<file path="src/rtl/mem_stage.sv">
// RISC-V MEM pipeline stage: load/store bus access and MEM/WB register.
// Ports: clk, rst (async, active-high), ex_mem_i, mem_wb_o, stall_o,
//   misalign_o, dmem (mem_stage_if.master).
// Optional: MEM_MISALIGN_TRAP_EN turns misaligned accesses into traps.
package mem_pkg;
    typedef struct packed {
        logic       reg_write;
        logic [1:0] wb_sel;
        logic       mem_read;
        logic       mem_write;
        logic [2:0] mem_size;
    } ctrl_t;

    typedef struct packed {
        logic        valid;
        logic [31:0] pc;
        logic [31:0] alu_res;
        logic [31:0] rs2_data;
        logic [4:0]  rd;
        ctrl_t       ctrl;
    } EX_MEM_t;

    typedef struct packed {
        logic        valid;
        logic [31:0] pc;
        logic [31:0] alu_res;
        logic [31:0] mem_data;
        logic [4:0]  rd;
        ctrl_t       ctrl;
    } MEM_WB_t;
endpackage

module mem_stage
    import mem_pkg::*;
(
    input  logic        clk,
    input  logic        rst,
    input  EX_MEM_t     ex_mem_i,
    output MEM_WB_t     mem_wb_o,
    output logic        stall_o,
    output logic        misalign_o,
    mem_stage_if.master dmem
);

    typedef enum logic {IDLE, WAIT} state_t;

    state_t      state_q;
    state_t      state_d;
    logic        mem_op;
    logic        misaligned;
    logic        access;
    logic        trap;
    logic        is_half;
    logic        is_word;
    logic [1:0]  eff_off;
    logic [31:0] lane;
    logic [31:0] load_data;
    MEM_WB_t     wb_d;

    // Address decode; eff_off drops the low bits a half/word ignores.
    always_comb begin
        mem_op     = ex_mem_i.valid &
                     (ex_mem_i.ctrl.mem_read | ex_mem_i.ctrl.mem_write);
        is_half    = ex_mem_i.ctrl.mem_size[1:0] == 2'b01;
        is_word    = ex_mem_i.ctrl.mem_size[1];
        misaligned = (is_half & ex_mem_i.alu_res[0]) |
                     (is_word & (ex_mem_i.alu_res[1:0] != 2'b00));
        if (is_word)
            eff_off = 2'b00;
        else if (is_half)
            eff_off = {ex_mem_i.alu_res[1], 1'b0};
        else
            eff_off = ex_mem_i.alu_res[1:0];
    end

`ifdef MEM_MISALIGN_TRAP_EN
    assign trap   = (state_q == IDLE) & mem_op & misaligned;
    assign access = mem_op & ~misaligned;
`else
    assign trap   = 1'b0;
    assign access = mem_op;
`endif

    always_ff @(posedge clk or posedge rst) begin
        if (rst)
            state_q <= IDLE;
        else
            state_q <= state_d;
    end

    // Ack is only meaningful in WAIT; in IDLE a stray ack is ignored.
    always_comb begin
        state_d         = state_q;
        stall_o         = 1'b0;
        dmem.dmem_req_o = 1'b0;
        unique case (state_q)
            IDLE: begin
                if (access) begin
                    state_d = WAIT;
                    stall_o = ~rst;
                end
            end
            WAIT: begin
                dmem.dmem_req_o = 1'b1;
                stall_o         = ~dmem.dmem_ack_i & ~rst;
                if (dmem.dmem_ack_i)
                    state_d = IDLE;
            end
            default: state_d = IDLE;
        endcase
    end

    // Bus fields follow ex_mem_i, which upstream holds while stalled.
    always_comb begin
        dmem.dmem_addr_o  = {ex_mem_i.alu_res[31:2], 2'b00};
        dmem.dmem_we_o    = ex_mem_i.ctrl.mem_write;
        dmem.dmem_be_o    = 4'b1111;
        dmem.dmem_wdata_o = ex_mem_i.rs2_data;
        if (ex_mem_i.ctrl.mem_write) begin
            unique case (ex_mem_i.ctrl.mem_size[1:0])
                2'b00: begin
                    dmem.dmem_be_o    = 4'b0001 << eff_off;
                    dmem.dmem_wdata_o = {4{ex_mem_i.rs2_data[7:0]}};
                end
                2'b01: begin
                    dmem.dmem_be_o    = 4'b0011 << eff_off;
                    dmem.dmem_wdata_o = {2{ex_mem_i.rs2_data[15:0]}};
                end
                default: begin
                    dmem.dmem_be_o    = 4'b1111;
                    dmem.dmem_wdata_o = ex_mem_i.rs2_data;
                end
            endcase
        end
    end

    // Load lane select and sign/zero extension.
    always_comb begin
        lane      = dmem.dmem_rdata_i >> {eff_off, 3'b000};
        load_data = dmem.dmem_rdata_i;
        unique case (ex_mem_i.ctrl.mem_size)
            3'b000:  load_data = {{24{lane[7]}}, lane[7:0]};
            3'b100:  load_data = {24'h0, lane[7:0]};
            3'b001:  load_data = {{16{lane[15]}}, lane[15:0]};
            3'b101:  load_data = {16'h0, lane[15:0]};
            default: load_data = dmem.dmem_rdata_i;
        endcase
    end

    // Unstalled edges in WAIT are ack edges; all others are pass-through.
    always_comb begin
        wb_d          = '0;
        wb_d.valid    = ex_mem_i.valid;
        wb_d.pc       = ex_mem_i.pc;
        wb_d.alu_res  = ex_mem_i.alu_res;
        wb_d.rd       = ex_mem_i.rd;
        wb_d.ctrl     = ex_mem_i.ctrl;
        wb_d.mem_data = 32'h0;
        if (state_q == WAIT && !ex_mem_i.ctrl.mem_write)
            wb_d.mem_data = load_data;
        if (trap)
            wb_d.ctrl.reg_write = 1'b0;
        if (stall_o)
            wb_d = '0;
    end

    always_ff @(posedge clk or posedge rst) begin
        if (rst) begin
            mem_wb_o   <= '0;
            misalign_o <= 1'b0;
        end else begin
            mem_wb_o   <= wb_d;
            misalign_o <= trap & ~stall_o;
        end
    end

endmodule

</file>
<file path="src/rtl/mem_stage_if.sv">
// Data-memory bus between mem_stage (master) and the memory (slave).
// Ports: req/we/addr/be/wdata from master; rdata/ack back from slave.
interface mem_stage_if;
    logic        dmem_req_o;
    logic        dmem_we_o;
    logic [31:0] dmem_addr_o;
    logic [3:0]  dmem_be_o;
    logic [31:0] dmem_wdata_o;
    logic [31:0] dmem_rdata_i;
    logic        dmem_ack_i;

    modport master (
        output dmem_req_o,
        output dmem_we_o,
        output dmem_addr_o,
        output dmem_be_o,
        output dmem_wdata_o,
        input  dmem_rdata_i,
        input  dmem_ack_i
    );

    modport slave (
        input  dmem_req_o,
        input  dmem_we_o,
        input  dmem_addr_o,
        input  dmem_be_o,
        input  dmem_wdata_o,
        output dmem_rdata_i,
        output dmem_ack_i
    );
endinterface

</file>
<file path="src/flat_wrapper.sv">
// flat-port wrapper written by rule: the top's interface ports become plain ports
module mem_stage_flat import mem_pkg::*;
  (clk, rst, ex_mem_i, mem_wb_o, stall_o, misalign_o, dmem_dmem_req_o, dmem_dmem_we_o, dmem_dmem_addr_o, dmem_dmem_be_o, dmem_dmem_wdata_o, dmem_dmem_rdata_i, dmem_dmem_ack_i);
  mem_stage_if dmem_i ();
  input  logic clk;
  input  logic rst;
  input  EX_MEM_t ex_mem_i;
  output MEM_WB_t mem_wb_o;
  output logic stall_o;
  output logic misalign_o;
  output wire logic [$bits(dmem_i.dmem_req_o)-1:0] dmem_dmem_req_o;
  output wire logic [$bits(dmem_i.dmem_we_o)-1:0] dmem_dmem_we_o;
  output wire logic [$bits(dmem_i.dmem_addr_o)-1:0] dmem_dmem_addr_o;
  output wire logic [$bits(dmem_i.dmem_be_o)-1:0] dmem_dmem_be_o;
  output wire logic [$bits(dmem_i.dmem_wdata_o)-1:0] dmem_dmem_wdata_o;
  input wire logic [$bits(dmem_i.dmem_rdata_i)-1:0] dmem_dmem_rdata_i;
  input wire logic [$bits(dmem_i.dmem_ack_i)-1:0] dmem_dmem_ack_i;
  assign dmem_dmem_req_o = dmem_i.dmem_req_o;
  assign dmem_dmem_we_o = dmem_i.dmem_we_o;
  assign dmem_dmem_addr_o = dmem_i.dmem_addr_o;
  assign dmem_dmem_be_o = dmem_i.dmem_be_o;
  assign dmem_dmem_wdata_o = dmem_i.dmem_wdata_o;
  assign dmem_i.dmem_rdata_i = dmem_dmem_rdata_i;
  assign dmem_i.dmem_ack_i = dmem_dmem_ack_i;
  mem_stage u_core (.clk(clk), .rst(rst), .ex_mem_i(ex_mem_i), .mem_wb_o(mem_wb_o), .stall_o(stall_o), .misalign_o(misalign_o), .dmem(dmem_i));
endmodule
</file>
<file path="config.mk">
export PLATFORM = sky130hd
export DESIGN_NAME = mem_stage_flat
export DESIGN_NICKNAME = d
export VERILOG_FILES = /design/src/rtl/mem_stage.sv /design/src/rtl/mem_stage_if.sv /design/src/flat_wrapper.sv
export SDC_FILE = /design/constraint.sdc
export NUM_CORES = 1
export LEC_CHECK = 0
export ABC_AREA = 1
export CAP_MARGIN = 15
export CORE_ASPECT_RATIO = 2
export CORE_MARGIN = 2
export CORE_UTILIZATION = 33
export CTS_CLUSTER_SIZE = 24
export DETAILED_ROUTE_END_ITERATION = 16
export PLACE_DENSITY = 0.84
export SYNTH_ARGS = -nofsm -noshare
export SYNTH_HDL_FRONTEND = slang
export SYNTH_SLANG_ARGS = --single-unit
export TNS_END_PERCENT = 1
</file>
<file path="constraint.sdc">
create_clock -name clk -period 5.25 [get_ports clk]
set_input_delay 1.05 -clock clk [delete_from_list [all_inputs] [get_ports clk]]
set_output_delay 1.05 -clock clk [all_outputs]
set_load 0.1 [all_outputs]
</file>
# Word level (Yosys, flattened, before mapping)

Index checks and enable logic that the tools add are counted.

Bits in registers: 111
Input port bits: 145
Output and inout port bits: 182

Equality and inequality tests: 4
Shift operators: 3
Multiplexer cells: 15
Bitwise operators: 6
Reduce and logical (&&, ||, !) cells: 4

Operators by type and width:

| cell                                                              | count |
|---|---|
| 32-bit one-hot mux with 4 select lines                            | 1 |
| 110-bit 2-to-1 mux                                                | 1 |
| 32-bit 2-to-1 mux                                                 | 2 |
| 32-bit one-hot mux with 2 select lines                            | 1 |
| 32-bit by 5-bit right shift with 16-bit output                    | 1 |
| 4-bit one-hot mux with 2 select lines                             | 1 |
| 3-bit == test, second input constant                              | 2 |
| 1-bit 2-to-1 mux                                                  | 5 |
| 4-bit 2-to-1 mux                                                  | 1 |
| 1-bit one-hot mux with 2 select lines                             | 2 |
| 1-bit by 2-bit << shifter with 4-bit output, first input constant | 1 |
| 2-bit by 2-bit << shifter with 4-bit output, first input constant | 1 |
| 3-bit by 1-bit == test with 1-bit output, second input constant   | 1 |
| 3-bit logical NOT                                                 | 1 |
| 1-bit NOT                                                         | 3 |
| 1-bit bitwise AND                                                 | 2 |
| 2-bit by 1-bit == test with 1-bit output, second input constant   | 1 |
| 2-bit logical NOT                                                 | 1 |
| 2-bit 2-to-1 mux                                                  | 1 |
| 1-bit logical AND                                                 | 1 |
| 1-bit logical NOT                                                 | 1 |
| 1-bit OR                                                          | 1 |

# Depth between registers and ports, before layout

Depth after elaboration: 7
Depth in mapped cells: 10
Depth with buffers taken out: 9

# Least setup slack after synthesis

Ideal clock, no wire load.

Kind: in2out
Start point: in rst
End point: out stall_o
Arrival time: 4.883 ns
Required time: 4.200 ns
Slack: -0.683 ns
Stages: 4
Path through: inv_1 > nand2_1 > inv_2 > clkbuf_1

Word-level cells in the longest chain between the ends: 3
Elaborated cells on any way between the ends: 4

Ends and longest elaborated chain:

| what                                                         | RTL line                           | RTL |
|---|---|---|
| start: declaration                                           | flat_wrapper.sv:6                  | `input logic rst;` |
| 1-bit NOT *                                                  | mem_stage.sv:100, mem_stage.sv:105 |  |
| 1-bit bitwise AND / 1-bit 2-to-1 mux (equally long branches) | mem_stage.sv:105, mem_stage.sv:98  |  |
| 1-bit one-hot mux with 2 select lines *                      | mem_stage.sv:96                    | `unique case (state_q)` |
| end: declaration                                             | flat_wrapper.sv:9                  | `output logic stall_o;` |

Every way passes the cells marked *; elsewhere a longest branch is shown, timed or not.

# Worst setup path in the final report

Start point: in ex_mem_i[3] (netlist name)
End point: out dmem_dmem_wdata_o[23]

Word-level cells in the longest chain between the ends: 1

Ends and longest elaborated chain:

| what               | RTL line           | RTL |
|---|---|---|
| start: declaration | flat_wrapper.sv:7  | `input EX_MEM_t ex_mem_i;` |
| 32-bit 2-to-1 mux  | mem_stage.sv:119   | `if (ex_mem_i.ctrl.mem_write) begin` |
| end: declaration   | flat_wrapper.sv:15 | `output wire logic [$bits(dmem_i.dmem_wdata_o)-1:0] dmem_dmem_wdata_o;` |

No other way between the ends.

==> results_dict.tcl <==
set metrics [dict create \
    place_ws_ns 1.05 \
    yosys_register_bits 111 \
    initialDrtViolationCount 101 \
    ff2ff_path_depth 7 \
    setup_viol 0 \
    grt_setup_unrepaired "no" \
    ioPinCount 327 \
    max_stage_delay_ns 0.74 \
    critical_path.max_fanout 24 \
    htreeDepth 3 \
    sort_of_element_at_the_start_of_the_critical_path "primary input" \
    synthesis.area_um2 5120 \
    cellPowerDensity_nw_per_um2 341 \
    post_synth_and_or_nand_nor_area_fraction_pct 22.8 \
    timing_max_transition_violations_final 0 \
    synth-compound-area-share_pct 4.62 \
    drt_pass1_iterations 4 \
    routed_wirelength_mm 17.3 \
    critPathLaunch "ex_mem_i[3]" \
    dominant_combinational_cell_family_by_area_after_synthesis "simple AND/OR/NAND/NOR gates" \
    r2r-start "u_core.state_q$_DFF_PP0_" \
    slew_headroom_pct 29.4 \
    root_buffer "clkbuf_16" \
    post_synth_mux_area_share_pct 0 \
    setup_ws_ns 1.03 \
    insertion_delay_ns 0.34 \
    areaGrowthSynthToFinish_pct 67.7 \
    drv.max_cap_violation_count 0 \
    die_height_um 180 \
    p_seq_share_pct 32.0 \
    synth_ff_type "dfrtp_1" \
    post_cts_buffers 0 \
    criticalPathCategory "in -> out" \
    vias 4895 \
    yosysUniqueCellTypes 25 \
    post_synth_main_area_contributors "dfrtp_1 (54%), nor2_1 (10%), inv_1 (9.2%)" \
    worst_r2r_endpoint "u_core.mem_wb_o[73]$_DFF_PP0_" \
    synth_enable_flop_cells 0 \
    run_status "finished, final reports clean" \
    clock_path_buffers 2 \
    critPathArrivalTime_ns 3.17 \
    via_count_of_the_first_global_routing_pass 5096 \
    finalWeightedCongestion 0.898 \
    post_drt_via_cell_ratio 4.38 \
    diodes 0 \
    route.detailed.drc 0 \
    achievable-frequency_ghz 0.237 \
    clock-skew-final_ns 0.0128 \
    power.static_leakage_nw 4.34 \
    layout_min_cycle_time_ns 4.22 \
    r2r_setup_slack_ns 3.00 \
    area_share_of_fa_ha_maj_cells_after_synthesis_pct 0 \
    tritoncts.num_buffers 9 \
    initial_antenna_violation_count 0 \
    net_switching_power_mw 1.31 \
    hold_viol_final 0 \
    post-dp-hpwl_mm 14.1 \
    highest_ir_drop_seen_on_vdd_uv 170 \
    post-synth-top-area-cell "dfrtp_1" \
    wl_per_cell_um 15.5 \
    grt_first_pass_wirelength_mm 26.2 \
    synth-seq-area-share_pct 54.2 \
    tritoncts "yes" \
    initial_utilization_pct 33.7 \
    critical_path_required_ns 4.20 \
    timing_worst_slew_pin_value_ns 1.06 \
    overflow 0 \
    cp-endpoint "dmem_dmem_wdata_o[23]" \
    internal-power_mw 1.62 \
    cp_common_cell "inv_1" \
    power.clock.fraction_pct 23.8 \
    die_area_um2 16600 \
    power.switching_fraction_pct 44.8 \
    placement.io_buffers 323 \
    power.share.combinational_pct 44.2 \
    ant_nets 0 \
    cp_slowest_cell "clkdlybuf4s50_1" \
    xor_xnor_portion_of_the_synthesized_cell_area_pct 0 \
    ys_async_sr_fraction_pct 100 \
    yosysWarnings 0 \
    syn_inst 638 \
    floorplan.core_area_um2 15200 \
    critical_path.cell_chain "clkdlybuf4s50_1 -> inv_1 -> nor2_1 -> buf_4 -> inv_1 -> o21ai_0 -> buf_12" \
    final.period_utilization_pct 80.4 \
    cts.sinks 111 \
    ctsResizeCount 0 \
    timing.setup.tns_ns 0 \
    chipWidth_um 92.1 \
    largest_net_degree_at_the_start_of_global_routing 82 \
    synthesis.area_per_instance_um2 8.03 \
    worstHoldPathType "reg -> reg" \
    setup.worst_path.end_class "output pin" \
    synth_largest_type_area_fraction_pct 54.2 \
    clk_pin_slew_ns 0.08 \
    global_route.usage.total_pct 20.8 \
    cts_hold_buffers 0 \
    share_of_cells_above_drive_strength_1_pct 7.51 \
    core.rowCount 64 \
    finish.net_count 1059 \
]
## registers in the layout, indices dropped and copies added (netlist names)
signal	flops
u_core.mem_wb_o	110
u_core.state_q	1
## cell usage in the layout, fill, tap and decap left out, types with 2 or more instances in the layout
master	instances
a21oi_1	2
inv_6	3
clkbuf_16	9
nand2_1	97
buf_4	26
o2bb2ai_1	2
dfrtp_1	111
nor2_1	143
inv_1	124
nand4_1	4
clkinvlp_4	2
o22ai_1	10
nor3_1	2
inv_2	8
conb_1	3
nand3_1	31
nor2_4	2
nand3_2	2
buf_12	10
o21ai_0	24
clkdlybuf4s50_1	293
o221ai_1	3
nand2_2	2
## critical path: cells and delay by family
family          cells  cell delay [ns]
buf+inv             5             1.56
compound gates      1             0.44
simple gates        1             0.11
## synth_stat cells, drive strengths merged (3+ instances only)
cell type	count
o221ai	3
nand2	99
nand3	34
o21ai	24
nor2	146
buf	51
clkbuf	15
dfrtp	111
inv	133
o22ai	10
nand4	4
## worst min-delay path by stage
stage                             startpoint                        to  slack, ns  cells after the start
global route        u_core.state_q$_DFF_PP0_  u_core.state_q$_DFF_PP0_       0.76                      2
finish              u_core.state_q$_DFF_PP0_  u_core.state_q$_DFF_PP0_       0.71                      2
CTS                 u_core.state_q$_DFF_PP0_  u_core.state_q$_DFF_PP0_       0.72                      2
floorplan           u_core.state_q$_DFF_PP0_  u_core.state_q$_DFF_PP0_       1.08                      2
detailed placement  u_core.state_q$_DFF_PP0_  u_core.state_q$_DFF_PP0_       0.70                      2
global placement    u_core.state_q$_DFF_PP0_  u_core.state_q$_DFF_PP0_       0.68                      2
## kinds of logic after synthesis
kind of cell           count (synthesis)
other                                  1
AO/OA/AOI/OAI                         41
AND/OR/NAND/NOR                      285
buffers and inverters                200
flip-flops                           111
## layout make-up
class,instances,area [um2]
inverters,134,507
fillers,1372,6620
repair buffers,329,3330
clock buffers,9,225
well taps,198,248
flip-flops and latches,111,2780
clock inverters,7,88.8
multi-input cells,329,1420
## power by group through the flow
stage | logic [mW] | clock network [mW] | registers (mW)
floorplan | 0.435 | 0 | 1.45
global placement | 1.29 | 0 | 0.953
detailed placement | 1.30 | 0 | 0.955
CTS | 1.30 | 0.728 | 0.938
global route | 1.34 | 0.759 | 0.943
finish | 1.29 | 0.699 | 0.937
## per-layer routing
metal / GRT usage (%) / wire [um] / vias up
met1: 20.1 / 5770 / 2202
met4: 12.3 / 884 / 0
li1: - / - / 2384
met3: 3.89 / 1060 / 51
met2: 39.6 / 9630 / 258
met5: 0 / 0 / -
## stage by stage
step | hold slack [ns] | cell area (um2) | instances | utilization (%) | total power [mW]
floorplan | 1.08 | 5130 | 640 | - | 1.88
global placement | 0.685 | 8280 | 1101 | 54.4 | 2.24
detailed placement | 0.696 | 8280 | 1101 | 54.4 | 2.25
CTS | 0.716 | 8590 | 1117 | 56.5 | 2.97
global route | 0.761 | 8590 | 1117 | 56.5 | 3.04
finish | 0.710 | 8590 | 1117 | 56.5 | 2.93
Note: power is estimated with default switching activity, not from simulation.
